File: src/rtl/alu_pkg.sv
// Shared definitions for the execute controller and the ALU.
//   - opcode and condition encodings
//   - NZCV flag bit indices
//   - cond_eval(): condition table shared with the ALU condition logic
//   - writes_rf(): opcodes that retire with a register-file write
//   - state_t: execute-controller FSM states
package alu_pkg;

    localparam logic [3:0] OP_ADD = 4'b0000;
    localparam logic [3:0] OP_SUB = 4'b0001;
    localparam logic [3:0] OP_AND = 4'b0010;
    localparam logic [3:0] OP_ORR = 4'b0011;
    localparam logic [3:0] OP_EOR = 4'b0100;
    localparam logic [3:0] OP_MOV = 4'b0101;
    localparam logic [3:0] OP_LSL = 4'b0110;
    localparam logic [3:0] OP_ROR = 4'b0111;
    localparam logic [3:0] OP_CMP = 4'b1000;
    localparam logic [3:0] OP_LDR = 4'b1001;
    localparam logic [3:0] OP_STR = 4'b1010;
    localparam logic [3:0] OP_NOP = 4'b1111;

    localparam logic [3:0] COND_AL   = 4'b0000;
    localparam logic [3:0] COND_EQ   = 4'b0001;
    localparam logic [3:0] COND_GT   = 4'b0010;
    localparam logic [3:0] COND_LTNE = 4'b0011;
    localparam logic [3:0] COND_GE   = 4'b0100;
    localparam logic [3:0] COND_LT   = 4'b0101;
    localparam logic [3:0] COND_HI   = 4'b0110;
    localparam logic [3:0] COND_CC   = 4'b0111;
    localparam logic [3:0] COND_CS   = 4'b1000;

    localparam int unsigned FLAG_N = 3;
    localparam int unsigned FLAG_Z = 2;
    localparam int unsigned FLAG_C = 1;
    localparam int unsigned FLAG_V = 0;

    typedef enum logic [2:0] {IDLE, READ, EXEC, MEM, WB} state_t;

    function automatic logic cond_eval(input logic [3:0] cond, input logic [3:0] fl);
        logic n, z, c, v;
        n = fl[FLAG_N];
        z = fl[FLAG_Z];
        c = fl[FLAG_C];
        v = fl[FLAG_V];
        case (cond)
            COND_AL:   return 1'b1;
            COND_EQ:   return z;
            COND_GT:   return !z && (n == v);
            COND_LTNE: return !z && (n != v);
            COND_GE:   return n == v;
            COND_LT:   return n != v;
            COND_HI:   return !z && c;
            COND_CC:   return !c;
            COND_CS:   return c;
            default:   return 1'b1;
        endcase
    endfunction

    function automatic logic writes_rf(input logic [3:0] op);
        return op inside {OP_ADD, OP_SUB, OP_AND, OP_ORR, OP_EOR, OP_MOV, OP_LSL, OP_ROR, OP_LDR};
    endfunction

    function automatic logic is_mem_op(input logic [3:0] op);
        return (op == OP_LDR) || (op == OP_STR);
    endfunction

endpackage

File: src/rtl/mem_timeout_counter.sv
// Loadable up-counter bounding a memory access.
//   clk, reset (async, active-low)
//   load : clear count to zero (takes priority over en)
//   en   : advance count by one
//   tc   : count has reached MAX-1
module mem_timeout_counter #(
    parameter int unsigned MAX = 16
) (
    input  logic clk,
    input  logic reset,
    input  logic load,
    input  logic en,
    output logic tc
);

    logic [7:0] count;

    always_ff @(posedge clk or negedge reset) begin
        if (!reset)    count <= '0;
        else if (load) count <= '0;
        else if (en)   count <= count + 8'd1;
    end

    assign tc = (count == 8'(MAX - 1));

endmodule

File: src/rtl/alu_sequencer.sv
// Multi-cycle execute controller owning the ALU.
//   instr_valid/instr_ready/instr : instruction handshake (accepted in IDLE only)
//   rf_raddr*/rf_rdata*           : operand reads, data one cycle after address
//   rf_we/rf_waddr/rf_wdata       : write-back in WB
//   alu_*                         : ALU control/operands, driven during EXEC
//   mem_*                         : LDR/STR handshake, bounded by MEM_TIMEOUT
//   flags                         : architectural NZCV
//   pc_inc                        : one pulse per retired instruction
//   err                           : sticky memory-timeout error
module alu_sequencer
    import alu_pkg::*;
#(
    parameter int unsigned MEM_TIMEOUT = 16
) (
    input  logic        clk,
    input  logic        reset,
    input  logic        instr_valid,
    output logic        instr_ready,
    input  logic [31:0] instr,
    output logic [3:0]  rf_raddr1,
    output logic [3:0]  rf_raddr2,
    input  logic [31:0] rf_rdata1,
    input  logic [31:0] rf_rdata2,
    output logic        rf_we,
    output logic [3:0]  rf_waddr,
    output logic [31:0] rf_wdata,
    output logic [31:0] alu_in1,
    output logic [31:0] alu_in2,
    output logic [3:0]  alu_cond,
    output logic [3:0]  alu_opcode,
    output logic        alu_sbit,
    output logic [2:0]  alu_srcontrol,
    output logic [15:0] alu_imvalue,
    output logic [3:0]  alu_inflags,
    input  logic [31:0] alu_result,
    input  logic [3:0]  alu_outflags,
    output logic        mem_req,
    output logic        mem_we,
    output logic [31:0] mem_addr,
    output logic [31:0] mem_wdata,
    input  logic [31:0] mem_rdata,
    input  logic        mem_ack,
    output logic [3:0]  flags,
    output logic        pc_inc,
    output logic        err
);

    state_t      state_q, state_d;
    logic [31:0] ir;
    logic [31:0] res;
    logic [31:0] op_a, op_b;
    logic        cond_ok;
    logic        aborted;
    logic        cond_met;
    logic        mem_tc;

    logic [3:0] ir_op;
    assign ir_op    = ir[27:24];
    assign cond_met = cond_eval(ir[31:28], flags);

    mem_timeout_counter #(.MAX(MEM_TIMEOUT)) u_mem_timeout_counter (
        .clk   (clk),
        .reset (reset),
        .load  (state_q == EXEC),
        .en    (state_q == MEM),
        .tc    (mem_tc)
    );

    always_ff @(posedge clk or negedge reset) begin
        if (!reset) state_q <= IDLE;
        else        state_q <= state_d;
    end

    always_comb begin
        state_d = state_q;
        case (state_q)
            IDLE: if (instr_valid) state_d = READ;
            READ: state_d = EXEC;
            EXEC: state_d = (cond_met && is_mem_op(ir_op)) ? MEM : WB;
            MEM:  if (mem_ack || mem_tc) state_d = WB;
            WB:   state_d = IDLE;
            default: state_d = IDLE;
        endcase
    end

    // Operands are captured at EXEC so the memory address/data stay stable
    // for the whole MEM phase regardless of what the register file returns.
    always_ff @(posedge clk or negedge reset) begin
        if (!reset) begin
            ir      <= '0;
            res     <= '0;
            op_a    <= '0;
            op_b    <= '0;
            cond_ok <= 1'b0;
            aborted <= 1'b0;
            flags   <= '0;
            err     <= 1'b0;
        end else begin
            case (state_q)
                IDLE: if (instr_valid) ir <= instr;
                EXEC: begin
                    res     <= alu_result;
                    op_a    <= rf_rdata1;
                    op_b    <= rf_rdata2;
                    cond_ok <= cond_met;
                    aborted <= 1'b0;
                    if (cond_met && (ir[23] || ir_op == OP_CMP))
                        flags <= alu_outflags;
                end
                MEM: begin
                    // ack takes precedence over a coincident timeout
                    if (mem_ack) begin
                        if (ir_op == OP_LDR) res <= mem_rdata;
                    end else if (mem_tc) begin
                        err     <= 1'b1;
                        aborted <= 1'b1;
                    end
                end
                default: ;
            endcase
        end
    end

    assign instr_ready   = (state_q == IDLE);

    assign rf_raddr1     = (state_q == READ) ? ir[15:12] : '0;
    assign rf_raddr2     = (state_q == READ) ? ir[11:8]  : '0;

    assign alu_in1       = (state_q == EXEC) ? rf_rdata1 : '0;
    assign alu_in2       = (state_q == EXEC) ? rf_rdata2 : '0;
    assign alu_cond      = (state_q == EXEC) ? ir[31:28] : '0;
    assign alu_opcode    = (state_q == EXEC) ? ir_op     : '0;
    assign alu_sbit      = (state_q == EXEC) && ir[23];
    assign alu_srcontrol = (state_q == EXEC) ? ir[22:20] : '0;
    assign alu_imvalue   = (state_q == EXEC) ? ir[15:0]  : '0;
    assign alu_inflags   = (state_q == EXEC) ? flags     : '0;

    assign mem_req       = (state_q == MEM);
    assign mem_we        = (state_q == MEM) && (ir_op == OP_STR);
    assign mem_addr      = (state_q == MEM) ? op_a : '0;
    assign mem_wdata     = (state_q == MEM) ? op_b : '0;

    assign pc_inc        = (state_q == WB);
    assign rf_we         = (state_q == WB) && cond_ok && !aborted && writes_rf(ir_op);
    assign rf_waddr      = (state_q == WB) ? ir[19:16] : '0;
    assign rf_wdata      = (state_q == WB) ? res       : '0;

endmodule

File: config.mk
export PLATFORM = sky130hd
export DESIGN_NAME = alu_sequencer
export DESIGN_NICKNAME = d
export VERILOG_FILES = /design/src/rtl/alu_pkg.sv /design/src/rtl/mem_timeout_counter.sv /design/src/rtl/alu_sequencer.sv
export SDC_FILE = /design/constraint.sdc
export NUM_CORES = 1
export LEC_CHECK = 0
export CELL_PAD_IN_SITES_DETAIL_PLACEMENT = 1
export CELL_PAD_IN_SITES_GLOBAL_PLACEMENT = 2
export CORE_UTILIZATION = 24
export DETAILED_ROUTE_END_ITERATION = 10
export PLACE_DENSITY_LB_ADDON = 0.1
export RECOVER_POWER = 50
export SYNTH_ARGS = -nofsm -noshare
export SYNTH_HDL_FRONTEND = slang
export SYNTH_SLANG_ARGS = --single-unit
File: constraint.sdc
create_clock -name clk -period 4.14 [get_ports clk]
set_input_delay 0.828 -clock clk [delete_from_list [all_inputs] [get_ports clk]]
set_output_delay 0.828 -clock clk [all_outputs]
set_load 0.005 [all_outputs]
==> results of run 1 <==
routing by layer:
metal | vias to the layer above | wire [um] | part of all wire
li1 | 3271 | - | -
met1 | 3333 | 11400 | 0.41
met2 | 233 | 14000 | 0.50
met3 | 33 | 1880 | 0.067
met4 | 0 | 659 | 0.024
met5 | - | 0 | 0
Yosys cell counts, types with 2 or more instances:
library cell,n
buf_2,10
xor2_1,2
nand2b_1,2
nand2_1,79
and3_1,160
mux2i_1,5
dfrtp_1,146
a22o_1,3
nor3b_1,2
a21oi_1,3
clkinv_1,2
a21o_1,66
nor2b_1,3
nor3_1,7
o21ai_0,10
a31oi_1,32
mux2_4,4
o31ai_1,2
buf_4,4
o31a_1,2
nand3_1,2
nor2_1,49
mux2_2,30
and2_1,45
clkbuf_8,2
clkbuf_1,49
power by group through the flow:
stage | sequential, mW | clock (mW) | combinational (mW)
floorplan | 2.37 | 0 | 1.73
global route | 2.65 | 1.70 | 3.29
CTS | 2.56 | 1.65 | 3.09
detailed placement | 2.58 | 0 | 3.08
finish | 2.54 | 1.59 | 3.00
global placement | 2.57 | 0 | 3.05
final timing paths:
check                                       start              endpoint  slack (ps)  cells after the start
hold / removal               op_b[30]$_DFFE_PN0P_  op_b[30]$_DFFE_PN0P_         470                      1
max in group asynchronous                   reset   op_a[3]$_DFFE_PN0P_         860                      2
hold reg to reg              op_b[30]$_DFFE_PN0P_  op_b[30]$_DFFE_PN0P_         470                      1
setup reg to reg           state_q[0]$_DFFE_PN0P_    ir[17]$_DFFE_PN0P_         710                      3
min in group asynchronous                   reset   op_b[3]$_DFFE_PN0P_         980                      1
setup / recovery           state_q[0]$_DFFE_PN0P_           alu_in2[30]         550                      4
cells by family after synthesis:
kind of cell,Yosys count,share of synthesized area
and+or+nand+nor,356,0.265
DFF,146,0.505
AOI/OAI and AO/OA,123,0.122
buffers and inverters,70,0.0429
muxes,39,0.0619
xor gates and xnor gates,2,0.00242
adders and majority gates,1,0.00173
state kept, by name, summed over array words and instances, names as in the netlist:
name / flops
state_q: 3
op_b: 32
res: 32
flags: 4
aborted: 1
op_a: 32
u_mem_timeout_counter.count: 8
err: 1
ir: 32
cond_ok: 1
layout make-up:
class | instances | area share
flip-flops and latches | 146 | 0.306
well taps | 390 | 0.0409
multi-input cells | 521 | 0.274
diodes | 2 | 0.000419
repair buffers | 394 | 0.328
clock inverters | 12 | 0.0132
clock buffers | 18 | 0.0359
inverters | 4 | 0.00126
==> results by group, run 1 <==
Cells and area
  – Leading cell type in the layout, fill and taps excluded: clkdlybuf4s50_1
  – Fin cells: 1,487
  – Finished Cell Area: 0.0119 sq mm
  – Area growth syn-to-layout: 65.0%
  – Multi-input logic area: 0.00327 sq mm
  – Layout Nets: 1,253
  – Commonest cells after routing, fill and taps aside: clkdlybuf4s50_1 (375), and3_1 (160), dfrtp_1 (145), nand2_1 (79), a21o_1 (66)
  – Layout Utilization: 0.403
  – Layout cells sized above 1: 0.0749
  – Reg area: 0.00365 sq mm
  – Fillers: 3,348

Timing
  – Min Hold Slack: 469 ps
  – Layout Skew: 10.8 ps
  – RSZ-0062 raised after global routing: false
  – Setup TNS: 0 ps
  – Final setup viols: 0
  – Period minus WS final: 3590 ps
  – Slew @ Worst Pin: 2340 ps
  – Slew HR: -0.561
  – Final period utilization: 0.867
  – Slew Limit Fails: 219
  – Max Fclk: 0.279 GHz
  – Fin. Hold Viols: 0
  – Post-route setup slack: 551 ps

Power and ir drop
  – Clk network pwr share: 0.223
  – Switching power: 2.47 mW
  – Switching Share: 0.346
  – Comb pwr share: 0.421
  – P_int: 4.66 mW
  – Leakage: 5.71 nW
  – Flop pwr share: 0.357
  – VDD IR max: 0.280 mV
  – Pwr Total: 7.13 mW
  – Power per standard cell area: 597 mW/mm^2

Critical path
  – Critical Path Fanout Max: 54
  – Data required time of the critical path: 3310 ps
  – Crit. End Element: output pin
  – Worst setup SP type: register
  – Crit path largest cell delay: 660 ps
  – Crit-path cells: inv_2, buf_4, and3_1, clkdlybuf4s50_1
  – Cell family with most CP delay: buffers and inverters
  – Bufs and invs on worst path: 3
  – Critical path class: reg2out
  – Critical Path Slowest Stage Cell: inv_2
  – WP data arrival: 2760 ps

Place
  – Post-DP HPWL: 19,600 um
  – DP Worst Slack: 911 ps
  – Placed inst area: 0.0114 sq mm
  – Placed insts: 1,455
  – RD Place Congestion: 0.793
  – PortBufs: 381

GRT
  – Largest net degree at the start of global routing: 78
  – Gr usage total: 0.179
  – GR Layer Usage met3: 0.0422
  – Met2 Usage GRT: 0.314
  – First-pass GRT wire length: 42,400 um
  – Number of global-route vias before repair: 7,066
  – Busiest grt layer: met2
  – Initial antenna violation count: 1
  – Met1 usage: 0.211
  – Congestion Overflow GR: 0

Drt
  – Vias: 6,870
  – Post-route antenna net violation count: 0
  – Routed WL per cell: 18.8 um
  – Drt pass-1 iters: 4
  – Drt via density: 4.62
  – Residual DRC: 0
  – Routed wire length: 28,000 um
  – Initial drt markers: 301

Die
  – Cell Rows: 63
  – Initial Util: 0.244
  – Die Width: 176 um
  – I/O pin count: 382
  – DIE HEIGHT: 176 um
  – Core Region: 0.0296 sq mm
  – Die area: 0.0309 sq mm

Clock network
  – Longest Clk Path Bufs: 2
  – Hold buffers post-CTS: 0
  – Clock root cell: clkbuf_16
  – Setup bufs post-CTS: 0
  – TritonCTS sink count: 146
  – CTS tree: yes
  – CTS H-tree depth: 4
  – Post-cts sizing count: 0
  – CTS buffer count: 17
  – Clk slew on worst S/H paths: 60 ps
  – Latest clock arrival within the worst-skew pair: 420 ps

Synth
  – Mapped Area: 0.00724 sq mm
  – Cell accounting for the most synthesized area: dfrtp_1
  – Yosys cell types: 42
  – Top post-synthesis cells by area: dfrtp_1 (50%), and3_1 (14%), a21o_1 (6.8%)
  – Post-synth top area share: 0.505
  – Syn_nets: 906
  – Sequential area share after synthesis: 0.505
  – Synth Register Bits: 146
  – Number of synthesized flops with an enable pin: 0
  – Syn Area/Cell: 9.82 sq um
  – Post-synthesis cell count: 737
  – Async SR Flop Fraction: 1.00
  – Number of synthesis warnings: 0
  – Synth Flop Type: dfrtp_1

Flow run
  – Max-Cap Viols: 4

Run status
  – Failing checks: capacitance limit, slew limit
  – Run status: finished with violations

Hold path
  – HP Class: reg2reg
No activity file was read; power rests on OpenSTA's default activity.
==> run 2: changes to the inputs <==
--- a/config.mk
+++ b/config.mk
@@ -8,6 +8,7 @@
 export CELL_PAD_IN_SITES_DETAIL_PLACEMENT = 1
 export CELL_PAD_IN_SITES_GLOBAL_PLACEMENT = 2
 export CORE_UTILIZATION = 24
+export CTS_CLUSTER_SIZE = 28
 export DETAILED_ROUTE_END_ITERATION = 10
 export PLACE_DENSITY_LB_ADDON = 0.1
 export RECOVER_POWER = 50
==> results of run 2 <==
Final layout, timing and power as in run 1 (identical DEF).
